==> config.mk <==
export PLATFORM = sky130hd
export DESIGN_NAME = tdm_mux
export DESIGN_NICKNAME = d
export VERILOG_FILES = /design/src/rtl/tdm_pkg.sv /design/src/rtl/tdm_slot_ctr.sv /design/src/rtl/tdm_mux.sv
export SDC_FILE = /design/constraint.sdc
export NUM_CORES = 1
export LEC_CHECK = 0
export CAP_MARGIN = 30
export CORE_MARGIN = 8
export CORE_UTILIZATION = 44
export CTS_CLUSTER_SIZE = 16
export DETAILED_ROUTE_END_ITERATION = 10
export MAX_ROUTING_LAYER = met4
export PLACE_DENSITY_LB_ADDON = 0.3
export SETUP_SLACK_MARGIN = 0.3
export SLEW_MARGIN = 0
export SYNTH_ARGS = -nofsm -noshare
export SYNTH_HDL_FRONTEND = slang
export SYNTH_SLANG_ARGS = --single-unit
export TNS_END_PERCENT = 20
==> constraint.sdc <==
create_clock -name clk -period 1.8 [get_ports clk]
set_input_delay 0.36 -clock clk [delete_from_list [all_inputs] [get_ports clk]]
set_output_delay 0.36 -clock clk [all_outputs]
set_load 0.02 [all_outputs]
==> src/rtl/tdm_pkg.sv <==
// Shared lane-count / slot-width definitions for the TDM mux and its matching demux.
// Latency: n/a (declarations only).
// Backpressure: n/a.
//
// Both ends of the channel import this package so the lane count and the width
// of the slot index carried alongside each word can never drift apart.
package tdm_pkg;

    // Number of lanes serialised per frame and width of the slot index.
    localparam int NUM_LANES = 8;
    localparam int SLOT_W    = 3;

    // Index of the final slot in a frame; reaching its terminal count wraps.
    localparam logic [SLOT_W-1:0] LAST_SLOT = SLOT_W'(NUM_LANES - 1);

    // Mux control FSM.
    typedef enum logic [1:0] {
        IDLE  = 2'd0,
        RUN   = 2'd1,
        PAUSE = 2'd2
    } state_t;

    // Slot following s; only used where s is known not to be the last slot.
    function automatic logic [SLOT_W-1:0] next_slot(input logic [SLOT_W-1:0] s);
        return s + SLOT_W'(1);
    endfunction

endpackage

==> src/rtl/tdm_slot_ctr.sv <==
// Hold/slot counter pair: counts HOLD_CYCLES cycles per slot, then steps the slot index.
// Latency: slot is a register; tc/wrap are combinational decodes of the current count.
// Backpressure: counting only happens while adv_en is high; otherwise both counters freeze.
//
// Ports:
//   clk, rst  - clock, synchronous active-high reset (clears both counters)
//   adv_en    - one counting step on this edge
//   slot      - current slot index (registered)
//   tc        - hold counter is at its last cycle; the next step advances the slot
//   wrap      - tc in the last slot; the next step begins a new frame at slot 0
module tdm_slot_ctr
    import tdm_pkg::*;
#(
    parameter int HOLD_CYCLES = 1
) (
    input  logic              clk,
    input  logic              rst,
    input  logic              adv_en,
    output logic [SLOT_W-1:0] slot,
    output logic              tc,
    output logic              wrap
);

    // A 1-bit counter is kept even for HOLD_CYCLES=1; it then simply sits at 0.
    localparam int HOLD_W = (HOLD_CYCLES > 1) ? $clog2(HOLD_CYCLES) : 1;
    localparam logic [HOLD_W-1:0] HOLD_LAST = HOLD_W'(HOLD_CYCLES - 1);

    logic [HOLD_W-1:0] hold_q, hold_d;
    logic [SLOT_W-1:0] slot_q, slot_d;

    assign tc   = (hold_q == HOLD_LAST);
    assign wrap = tc && (slot_q == LAST_SLOT);
    assign slot = slot_q;

    always_comb begin
        hold_d = hold_q;
        slot_d = slot_q;
        if (adv_en) begin
            if (tc) begin
                hold_d = '0;
                // Natural 3-bit rollover takes slot 7 back to slot 0 on wrap.
                slot_d = slot_q + SLOT_W'(1);
            end else begin
                hold_d = hold_q + HOLD_W'(1);
            end
        end
    end

    always_ff @(posedge clk) begin
        if (rst) begin
            hold_q <= '0;
            slot_q <= '0;
        end else begin
            hold_q <= hold_d;
            slot_q <= slot_d;
        end
    end

endmodule

==> src/rtl/tdm_mux.sv <==
// 8-to-1 time-division mux: serialises eight snapshotted lanes round-robin onto Out with slot index S.
// Latency: lane value sampled at frame start appears on Out for slot i after i*HOLD_CYCLES edges.
// Backpressure: C4 low pauses the mux; Out/S/counters/snapshot freeze and valid drops until C4 returns.
//
// Ports:
//   clk, rst     - clock, synchronous active-high reset (highest priority)
//   C4           - run enable (1 = run, 0 = pause)
//   In0..In7     - lane inputs, sampled all together at each frame start
//   Out          - multiplexed data word (registered)
//   S            - slot index of the word on Out (registered)
//   valid        - Out/S carry a live slot this cycle
//   frame_start  - first cycle of slot 0 of each frame
//   P            - even parity of Out, present only when TDM_MUX_PARITY_EN is defined
module tdm_mux
    import tdm_pkg::*;
#(
    parameter int WIDTH       = 4,
    parameter int HOLD_CYCLES = 1
) (
    input  logic              clk,
    input  logic              rst,
    input  logic              C4,
    input  logic [WIDTH-1:0]  In0,
    input  logic [WIDTH-1:0]  In1,
    input  logic [WIDTH-1:0]  In2,
    input  logic [WIDTH-1:0]  In3,
    input  logic [WIDTH-1:0]  In4,
    input  logic [WIDTH-1:0]  In5,
    input  logic [WIDTH-1:0]  In6,
    input  logic [WIDTH-1:0]  In7,
    output logic [WIDTH-1:0]  Out,
    output logic [SLOT_W-1:0] S,
`ifdef TDM_MUX_PARITY_EN
    output logic              P,
`endif
    output logic              valid,
    output logic              frame_start
);

    // Lanes gathered into an array so snapshot and selection can be indexed.
    logic [WIDTH-1:0] lanes [NUM_LANES];

    assign lanes[0] = In0;
    assign lanes[1] = In1;
    assign lanes[2] = In2;
    assign lanes[3] = In3;
    assign lanes[4] = In4;
    assign lanes[5] = In5;
    assign lanes[6] = In6;
    assign lanes[7] = In7;

    state_t           state_q, state_d;
    logic [WIDTH-1:0] snap_q [NUM_LANES];
    logic [WIDTH-1:0] snap_d [NUM_LANES];
    logic [WIDTH-1:0] out_q, out_d;
    logic             valid_q, valid_d;
    logic             fs_q, fs_d;
    logic             start_frame;
    logic             adv_en;
    logic [SLOT_W-1:0] slot;
    logic             tc;
    logic             wrap;

    // The slot/hold counters step only on edges that perform a RUN step,
    // including the resume edge out of PAUSE. A frame start out of IDLE does
    // not step them: they are already at slot 0, hold 0 after reset.
    assign adv_en = C4 && (state_q != IDLE);

    tdm_slot_ctr #(
        .HOLD_CYCLES (HOLD_CYCLES)
    ) u_slot_ctr (
        .clk    (clk),
        .rst    (rst),
        .adv_en (adv_en),
        .slot   (slot),
        .tc     (tc),
        .wrap   (wrap)
    );

    always_comb begin
        state_d     = state_q;
        snap_d      = snap_q;
        out_d       = out_q;
        valid_d     = valid_q;
        fs_d        = 1'b0;
        start_frame = 1'b0;

        unique case (state_q)
            IDLE: begin
                if (C4) begin
                    state_d     = RUN;
                    start_frame = 1'b1;
                end
            end
            RUN, PAUSE: begin
                if (!C4) begin
                    state_d = PAUSE;
                    valid_d = 1'b0;
                end else begin
                    state_d = RUN;
                    valid_d = 1'b1;
                    if (wrap) begin
                        start_frame = 1'b1;
                    end else if (tc) begin
                        out_d = snap_q[next_slot(slot)];
                    end
                end
            end
            default: begin
                state_d = IDLE;
            end
        endcase

        // Slot 0 is driven straight from the live In0 rather than the old
        // snapshot, so the frame's first word is the value sampled on this edge.
        if (start_frame) begin
            snap_d  = lanes;
            out_d   = lanes[0];
            valid_d = 1'b1;
            fs_d    = 1'b1;
        end
    end

    always_ff @(posedge clk) begin
        if (rst) begin
            state_q <= IDLE;
            snap_q  <= '{default: '0};
            out_q   <= '0;
            valid_q <= 1'b0;
            fs_q    <= 1'b0;
        end else begin
            state_q <= state_d;
            snap_q  <= snap_d;
            out_q   <= out_d;
            valid_q <= valid_d;
            fs_q    <= fs_d;
        end
    end

    assign Out         = out_q;
    assign S           = slot;
    assign valid       = valid_q;
    assign frame_start = fs_q;

`ifdef TDM_MUX_PARITY_EN
    // Parity tracks whatever is loaded into Out; when Out holds, so does P.
    logic p_q, p_d;

    always_comb begin
        p_d = ^out_d;
    end

    always_ff @(posedge clk) begin
        if (rst) begin
            p_q <= 1'b0;
        end else begin
            p_q <= p_d;
        end
    end

    assign P = p_q;
`endif

endmodule

Yosys cells after proc, flatten, opt, wreduce, memory -nomap -nowiden
Cells that the tools add are included.

word-level totals
  flip-flop bits (word level) = 44
  output and inout bits = 9

cells by class
  equal/unequal tests = 6
  add/subtract/negate cells = 2
  bitwise gates (word level) = 2
  muxes and demuxes = 19
  reductions and logical operators = 9
  magnitude comparators = 1

operators by type and width
  operator                                                          count
  4-bit two-way mux                                                 7
  4-bit binary-select mux with 3-bit select                         1
  1-bit two-way mux                                                 7
  2-bit != test (second input constant)                             3
  2-bit nonzero test                                                3
  4-bit >= comparator (second input constant)                       1
  2-bit two-way mux                                                 2
  3-bit inverter with 4-bit output                                  1
  2-bit one-hot mux with 2 select lines                             1
  4-bit AND reduction                                               1
  3-bit by 1-bit adder with 3-bit output (second input constant)    1
  3-bit == test (second input constant)                             1
  2-bit by 1-bit == test with 1-bit output (second input constant)  1
  2-bit == test (second input constant)                             1
  1-bit logical AND                                                 2
  2-bit zero test                                                   1
  1-bit one-hot mux with 2 select lines                             1
  2-bit AND reduction                                               1
  2-bit OR reduction                                                1
  1-bit adder (second input constant)                               1
  1-bit inverter                                                    1

Depth between registers and ports, before layout
Gate-level depths: netlist of run 1.

  depth after elaboration = 10
  mapped depth = 8
  depth with buffers taken out = 6

Hierarchy
A second synthesis of run 1 with hierarchy kept.

second synthesis, totals
  cells, all modules = 205
  area, all modules = 1903.1 µm²

modules (own cells, without submodules)
  module        instances  cells each  sequential area each (µm²)  area each (µm²)
  tdm_mux       1          192         800.8                       1766.7
  tdm_slot_ctr  1          13          60.1                        136.4

Worst setup path after synthesis of run 1
Ideal clock, no wire load.

  kind = reg-to-reg
  start point = reg u_slot_ctr.slot_q[0], in the netlist u_slot_ctr.slot[0]
  end point = reg out_q[3], in the netlist Out[3]
  slack = -0.167 ns
  setup time = 0.117 ns
  required time = 1.683 ns
  clock period less this slack = 1.967 ns
  cell stages (with the launch flop) = 8
  data arrival time = 1.850 ns
  cell sequence = dfxtp_1 ha_1 ha_1 buf_6 mux4_2 mux2i_1 o21ai_1 a22o_1

on the way
  word-level cells in the longest chain between the ends = 10

RTL lines
  what                                                    line                RTL
  start: declaration                                      tdm_slot_ctr.sv:29  logic [SLOT_W-1:0] slot_q, slot_d;
  start signal: assignment                                tdm_slot_ctr.sv:55  slot_q <= slot_d;
  3-bit by 1-bit adder with 3-bit output                  tdm_pkg.sv:25       return s + SLOT_W'(1);
  3-bit inverter with 4-bit output (implied by the code)  tdm_mux.sv:105      out_d = snap_q[next_slot(slot)];
  4-bit binary-select mux with 3-bit select               tdm_mux.sv:105
  4-bit two-way mux (implied by the code) (2 in series)   tdm_mux.sv:105
  4-bit two-way mux                                       tdm_mux.sv:104      end else if (tc) begin
  4-bit two-way mux                                       tdm_mux.sv:102      if (wrap) begin
  4-bit two-way mux                                       tdm_mux.sv:96       if (!C4) begin
  4-bit two-way mux                                       tdm_mux.sv:88       unique case (state_q)
  4-bit two-way mux                                       tdm_mux.sv:116      if (start_frame) begin
  end signal: assignment                                  tdm_mux.sv:134      out_q <= out_d;
  end: declaration                                        tdm_mux.sv:55       logic [WIDTH-1:0] out_q, out_d;

Parallel ways exist; a longest one is shown, timed or not. The select of a mux whose other input is x is not followed.
A chain may end at the register's enable or synchronous reset.

Final worst setup path of run 1
  start point = reg u_slot_ctr.slot_q[1], in the netlist u_slot_ctr.slot[1]
  end point = reg out_q[3], in the netlist Out[3]

The elaborated chain is that of the path after synthesis.

==> results of run 1 <==
==> report_power, final <==
| part | internal [mW] | total (mW) | switching [mW] |
|---|---|---|---|
| registers | 1.02 | 1.06 | 0.0401 |
| logic | 0.287 | 0.569 | 0.282 |
| clock network | 0.413 | 0.756 | 0.343 |
| total | 1.72 | 2.38 | 0.665 |
==> registers in the layout, summed over array words and instances, names as in the netlist <==
register and count:
snap_q 32, Out 4, u_slot_ctr.slot 3, state_q 2, frame_start 1, valid 1
==> what timing repair did <==
item,in CTS,in global routing
gates resized for setup,6,92
pin swaps,6,47
cloned,0,2
endpoints found under the hold margin,0,0
endpoints found under the setup margin,45,42
buffers inserted,0,2
==> layer usage <==
layer	vias to the layer above	wire length [um]	global-route usage
met5	-	0	-
met4	0	50	0.0589
met3	6	258	0.0364
met2	48	2570	0.213
met1	799	2310	0.183
li1	793	-	-
==> kinds of logic (layout without fill, tap and decap cells) <==
family | count (synthesis) | in the layout | synth area share
AOI/OAI and AO/OA | 45 | 45 | 0.134
adders and majority gates | 4 | 4 | 0.0268
xor gates and xnor gates | 1 | 1 | 0.00470
buffers and inverters | 17 | 67 | 0.0638
and+or+nand+nor | 80 | 80 | 0.175
DFF | 43 | 43 | 0.462
muxes | 15 | 15 | 0.134
==> worst min-delay path: stages (launching register included) <==
cell	delay, ps
dfxtp_1	320
nand2_1	50
a21oi_1	50
==> worst max-delay path by stage <==
stage	cells after the start	endpoint	startpoint
2_1_floorplan	7	Out[3]	u_slot_ctr.slot[0]
3_3_place_gp	6	Out[3]	u_slot_ctr.slot[1]
3_5_place_dp	7	Out[2]	u_slot_ctr.slot[1]
4_1_cts	6	Out[3]	u_slot_ctr.slot[0]
5_1_grt	6	Out[3]	u_slot_ctr.slot[0]
6_report	6	Out[3]	u_slot_ctr.slot[1]
==> per-stage QoR <==
| step | setup WS, ps | utilization |
|---|---|---|
| 2_1_floorplan | -48.8 | - |
| 3_3_place_gp | 74.5 | 0.598 |
| 3_5_place_dp | 7.91 | 0.598 |
| 4_1_cts | 41.1 | 0.625 |
| 5_1_grt | -62.1 | 0.721 |
| 6_report | 27.9 | 0.721 |
==> synth_stat cells (2+ instances only) <==
master | count | area [um2]
mux4_2 | 8 | 180
clkbuf_1 | 3 | 11.3
inv_1 | 2 | 7.51
buf_6 | 5 | 56.3
nor2_1 | 6 | 22.5
a21oi_1 | 33 | 165
dfxtp_1 | 43 | 861
mux2i_1 | 7 | 70.1
buf_2 | 5 | 25.0
nand3_1 | 4 | 20.0
o21ai_1 | 4 | 20.0
and2b_1 | 2 | 15.0
nand2_1 | 63 | 236
a22o_1 | 4 | 35.0
ha_1 | 4 | 50.1
==> cell type report <==
class / count / area (um2)
Fill cell: 282 / 1120
Inverter: 2 / 7.51
Tap cell: 50 / 62.6
Sequential cell: 43 / 871
Clock inverter: 3 / 43.8
Clock buffer: 5 / 68.8
Multi-Input combinational cell: 145 / 1230
Timing Repair Buffer: 57 / 616
==> cell usage in the layout, fill, tap and decap left out, types with 2 or more instances in the layout <==
cell              n
buf_4             8
nand2_1          36
dfxtp_2           2
nor2_1            6
buf_12            3
a22o_1            4
clkbuf_16         2
inv_2             2
nand2_4          26
dlymetal6s2s_1    4
nand3_1           4
dlygate4sd2_1     4
mux4_2            8
a21oi_1           8
clkdlybuf4s50_1  34
clkbuf_8          5
ha_4              3
o21ai_1           4
mux2i_1           7
a21oi_2          25
dfxtp_1          39
dfxtp_4           2
==> results.py, run 1 <==
metrics = {
    "final_layout": {
        "stdcell_count": 305,
        "post-route-cell-area_um2": 2900,
        "drive_above_1_share": 0.373,
        "area_delta_synth_final_pct": 55.8,
        "diodes": 0,
        "finalNetCount": 293,
    },
    "detailed_routing": {
        "drt_iter0_markers": 74,
        "drc_errors": 0,
        "final_antenna_net_count": 0,
        "routed_via_density": 5.40,
        "wl_per_cell_um": 17.0,
        "dr_total_vias": 1646,
        "routed_wirelength_mm": 5.19,
        "first_pass_iters": 4,
    },
    "grt": {
        "grt_max_degree": 35,
        "grt_pass1_vias": 1528,
        "grt_pass1_wl_mm": 7.34,
        "antenna_found_initial": 0,
        "grt_overflow": 0,
        "grt_usage": 0.144,
    },
    "critical_path": {
        "timing.rr.end": "Out[3]",
        "cp_cell_sequence": "ha_4, ha_4, mux4_2, mux2i_1, o21ai_1, a22o_1",
        "reg2regPathDepth": 6,
        "cp_slowest_cell": "mux4_2",
        "arrival_ps": 1960,
        "required_ps": 1990,
        "critPathTopFamily": "multiplexers",
        "path_common_cell": "ha_4",
        "slowest_delay_ps": 500,
        "reg2reg_from": "u_slot_ctr.slot[1]",
        "crit_path_end_kind": "flip-flop",
        "path_buf_inv": 0,
        "critPathKind": "flip-flop to flip-flop",
        "crit_fanout": 3,
        "r2r_slack_ps": 30,
        "startpoint_type": "flip-flop",
    },
    "logic_synthesis": {
        "ys.flop_type": "dfxtp_1",
        "syn_area_um2": 1860,
        "syn_inst": 205,
        "syn_nets": 244,
        "synthArstFlopShare": 0,
        "syn_area_per_cell_um2": 9.09,
        "synth-edff-count": 0,
        "ys_ff_latch": 43,
        "yosysSeqAreaShare": 0.462,
        "synth_warnings": 0,
        "yosysUniqueCellTypes": 27,
    },
    "placed_design": {
        "finalWeightedCongestion": 0.792,
        "place_inst": 293,
        "placed_area_um2": 2410,
        "hpwl_mm": 3.14,
        "portBuffers": 43,
    },
    "power_and_ir_drop": {
        "power_density_nw_per_um2": 820,
        "p_leak_nw": 1.22,
        "power_mw": 2.38,
        "peakVddDrop_v": 0.000602,
    },
    "clock_network": {
        "insertion_delay_ps": 300,
        "cts_tree": "yes",
        "cts_sinks": 43,
        "cts_buffer_depth": 2,
        "h-tree-depth": 2,
        "clockRootBuffer": "clkbuf_8",
        "cts_made_buffers": 5,
        "clk_pin_slew_worst_paths_ps": 80,
        "ctsHoldBuffers": 0,
    },
    "floorplanning": {
        "die_h_um": 81.1,
        "io_pins": 44,
        "start_util": 0.463,
        "die_w_um": 81.1,
        "coreArea_um2": 4030,
        "row_count": 23,
        "dieArea_um2": 6580,
    },
    "timing": {
        "slew_headroom": 0.713,
        "setup_tns_ps": 0,
        "worst_hold_slack_ps": 465,
        "max_freq_ghz": 0.564,
        "hold_viol": 0,
        "rsz0062_at_grt": "yes",
        "maxSlewViolCount": 0,
        "finalSetupViolCount": 0,
        "fin_crit_sh": 0.985,
        "fin_crit_ps": 1770,
        "clock_skew_ps": 5.82,
        "tightest_slew_ps": 430,
    },
    "hold_path": {
        "whs_path_depth": 2,
        "hold_path_end": "snap_q[11]",
        "hp-class": "flip-flop to flip-flop",
        "holdCritStartpoint": "snap_q[11]",
    },
    "flow_run": {
        "cap_violations": 0,
    },
    "outcome": {
        "status": "completed",
    },
}
No activity file was read; power rests on OpenSTA's default activity.
==> inputs of run 2 (changes only) <==
--- a/config.mk
+++ b/config.mk
@@ -13,7 +13,7 @@
 export MAX_ROUTING_LAYER = met4
 export PLACE_DENSITY_LB_ADDON = 0.3
 export SETUP_SLACK_MARGIN = 0.3
-export SLEW_MARGIN = 0
+export SLEW_MARGIN = 10
 export SYNTH_ARGS = -nofsm -noshare
 export SYNTH_HDL_FRONTEND = slang
 export SYNTH_SLANG_ARGS = --single-unit
==> constraint.sdc (replaced) <==
create_clock -name clk -period 1.8 [get_ports clk]
set_input_delay 0.45 -clock clk [delete_from_list [all_inputs] [get_ports clk]]
set_output_delay 0.45 -clock clk [all_outputs]
set_load 0.02 [all_outputs]
==> results.py, run 2 (synthesis results as in run 1) <==
metrics = {
    "clock_network": {
        "clk_pin_slew_worst_paths_ps": 80,
        "ctsHoldBuffers": 0,
        "clockRootBuffer": "clkbuf_8",
        "insertion_delay_ps": 290,
        "cts_tree": "yes",
        "cts_sinks": 43,
        "cts_made_buffers": 5,
        "cts_buffer_depth": 2,
        "h-tree-depth": 2,
    },
    "grt": {
        "grt_pass1_wl_mm": 7.14,
        "grt_pass1_vias": 1609,
        "grt_overflow": 0,
        "grt_max_degree": 35,
        "antenna_found_initial": 0,
        "grt_usage": 0.141,
    },
    "power_and_ir_drop": {
        "p_leak_nw": 1.19,
        "peakVddDrop_v": 0.000387,
        "power_density_nw_per_um2": 756,
    },
    "timing": {
        "max_freq_ghz": 0.559,
        "hold_viol": 0,
        "fin_ws_ps": 11.3,
        "finalSetupViolCount": 0,
        "fin_crit_sh": 0.994,
        "clock_skew_ps": 5.12,
        "tightest_slew_ps": 435,
        "fin_crit_ps": 1790,
        "maxSlewViolCount": 0,
        "rsz0062_at_grt": "yes",
        "slew_headroom": 0.710,
    },
    "detailed_routing": {
        "routed_via_density": 5.11,
        "wl_met2_mm": 2.25,
        "first_pass_iters": 5,
        "wl_met1_mm": 1.98,
        "top_layer": "met4",
        "drc_errors": 0,
        "routed_wirelength_mm": 4.42,
        "wl_per_cell_um": 14.5,
        "final_antenna_net_count": 0,
        "drt_iter0_markers": 43,
        "met3WireLength_um": 164,
        "dr_total_vias": 1552,
    },
    "critical_path": {
        "r2r_slack_ps": 10,
        "startpoint_type": "flip-flop",
        "arrival_ps": 1970,
        "reg2reg_from": "u_slot_ctr.slot[0]",
        "critPathKind": "flip-flop to flip-flop",
        "reg2regPathDepth": 6,
        "endpoint": "Out[3]",
        "timing.rr.end": "Out[3]",
        "startpoint": "u_slot_ctr.slot[0]",
        "crit_fanout": 4,
        "crit_path_end_kind": "flip-flop",
        "required_ps": 1990,
    },
    "hold_path": {
        "hp-class": "flip-flop to flip-flop",
    },
    "floorplanning": {
        "row_count": 23,
        "coreArea_um2": 4030,
        "start_util": 0.463,
        "dieArea_um2": 6580,
        "die_w_um": 81.1,
        "die_h_um": 81.1,
        "io_pins": 44,
    },
    "final_layout": {
        "top_register": "snap_q",
        "largest_register_ffs": 32,
        "drive_above_1_share": 0.441,
        "utilization": 0.713,
        "finalNetCount": 293,
        "diodes": 0,
        "area_delta_synth_final_pct": 54.0,
        "final_common_cell": "dfxtp_1",
        "final_cell_mix": "39 x dfxtp_1, 33 x clkdlybuf4s50_1, 29 x a21oi_2, 26 x nand2_4, 23 x nand2_1",
    },
    "flow_run": {
        "cap_violations": 0,
    },
    "placed_design": {
        "pre_cts_ws_ps": -33.0,
        "finalWeightedCongestion": 0.752,
        "hpwl_mm": 2.99,
        "portBuffers": 43,
    },
    "outcome": {
        "status": "completed",
    },
}
## run 2: changes by cell type in the layout (fill, tap and decap cells not counted), sizes merged, moves of 2 or more
cell / delta
clkinv: -2
buf: +2
clkdlybuf4s15: +2
dlygate4sd2: -2
## run 2: critical path, cell delays in order, from the launching register on
cell and delay (ps):
dfxtp_4 350, ha_4 160, ha_4 280, mux4_2 490, mux2i_1 150, o21ai_1 80, a22o_1 170
## run 2: power breakdown
part	leakage, nW	switching [mW]	internal [mW]
Clock	0.0416	0.310	0.267
Combinational	0.796	0.269	0.270
Sequential	0.355	0.0371	1.02
Total	1.19	0.616	1.55
## run 2: timing repair
item	4_1_cts	5_1_grt
setup endpoints to repair	45	42
pin swaps	2	60
setup buffers	1	0
resized for setup	9	110
## run 2: per-stage QoR
stage               hold slack [ps]  area, um2  total power, mW  setup TNS (ps)  std cells
CTS                             458       2500             2.07               0        304
global placement                440       2420             1.49           -16.6        296
global route                    479       2870             2.28           -91.6        304
finish                          459       2870             2.17               0        304
floorplan                       433       1920             1.34           -48.8        205
detailed placement              447       2420             1.50            -182        296
## run 2: worst min-delay path by stage
stage	slack, ps	to	cells past startpoint	from
2_1_floorplan	430	snap_q[0]	2	snap_q[0]
3_3_place_gp	440	snap_q[9]	2	snap_q[9]
3_5_place_dp	450	snap_q[19]	2	snap_q[19]
4_1_cts	460	snap_q[19]	2	snap_q[19]
5_1_grt	480	snap_q[29]	2	snap_q[29]
6_report	460	snap_q[31]	2	snap_q[31]
## run 2: final cells by class
class                      count  area, um2
sequential                    43        871
fill                         303       1160
clock buffer                   6       72.6
multi-input combinational    145       1270
tap                           50       62.6
clock inverter                 1       6.26
inverter                       2       7.51
timing repair buffer          57        583
## run 2: layer usage
metal  vias up  global-route usage
met5         -                   -
met2        33               0.227
li1        790                   -
met1       727               0.164
met3         2              0.0419
met4         0              0.0482
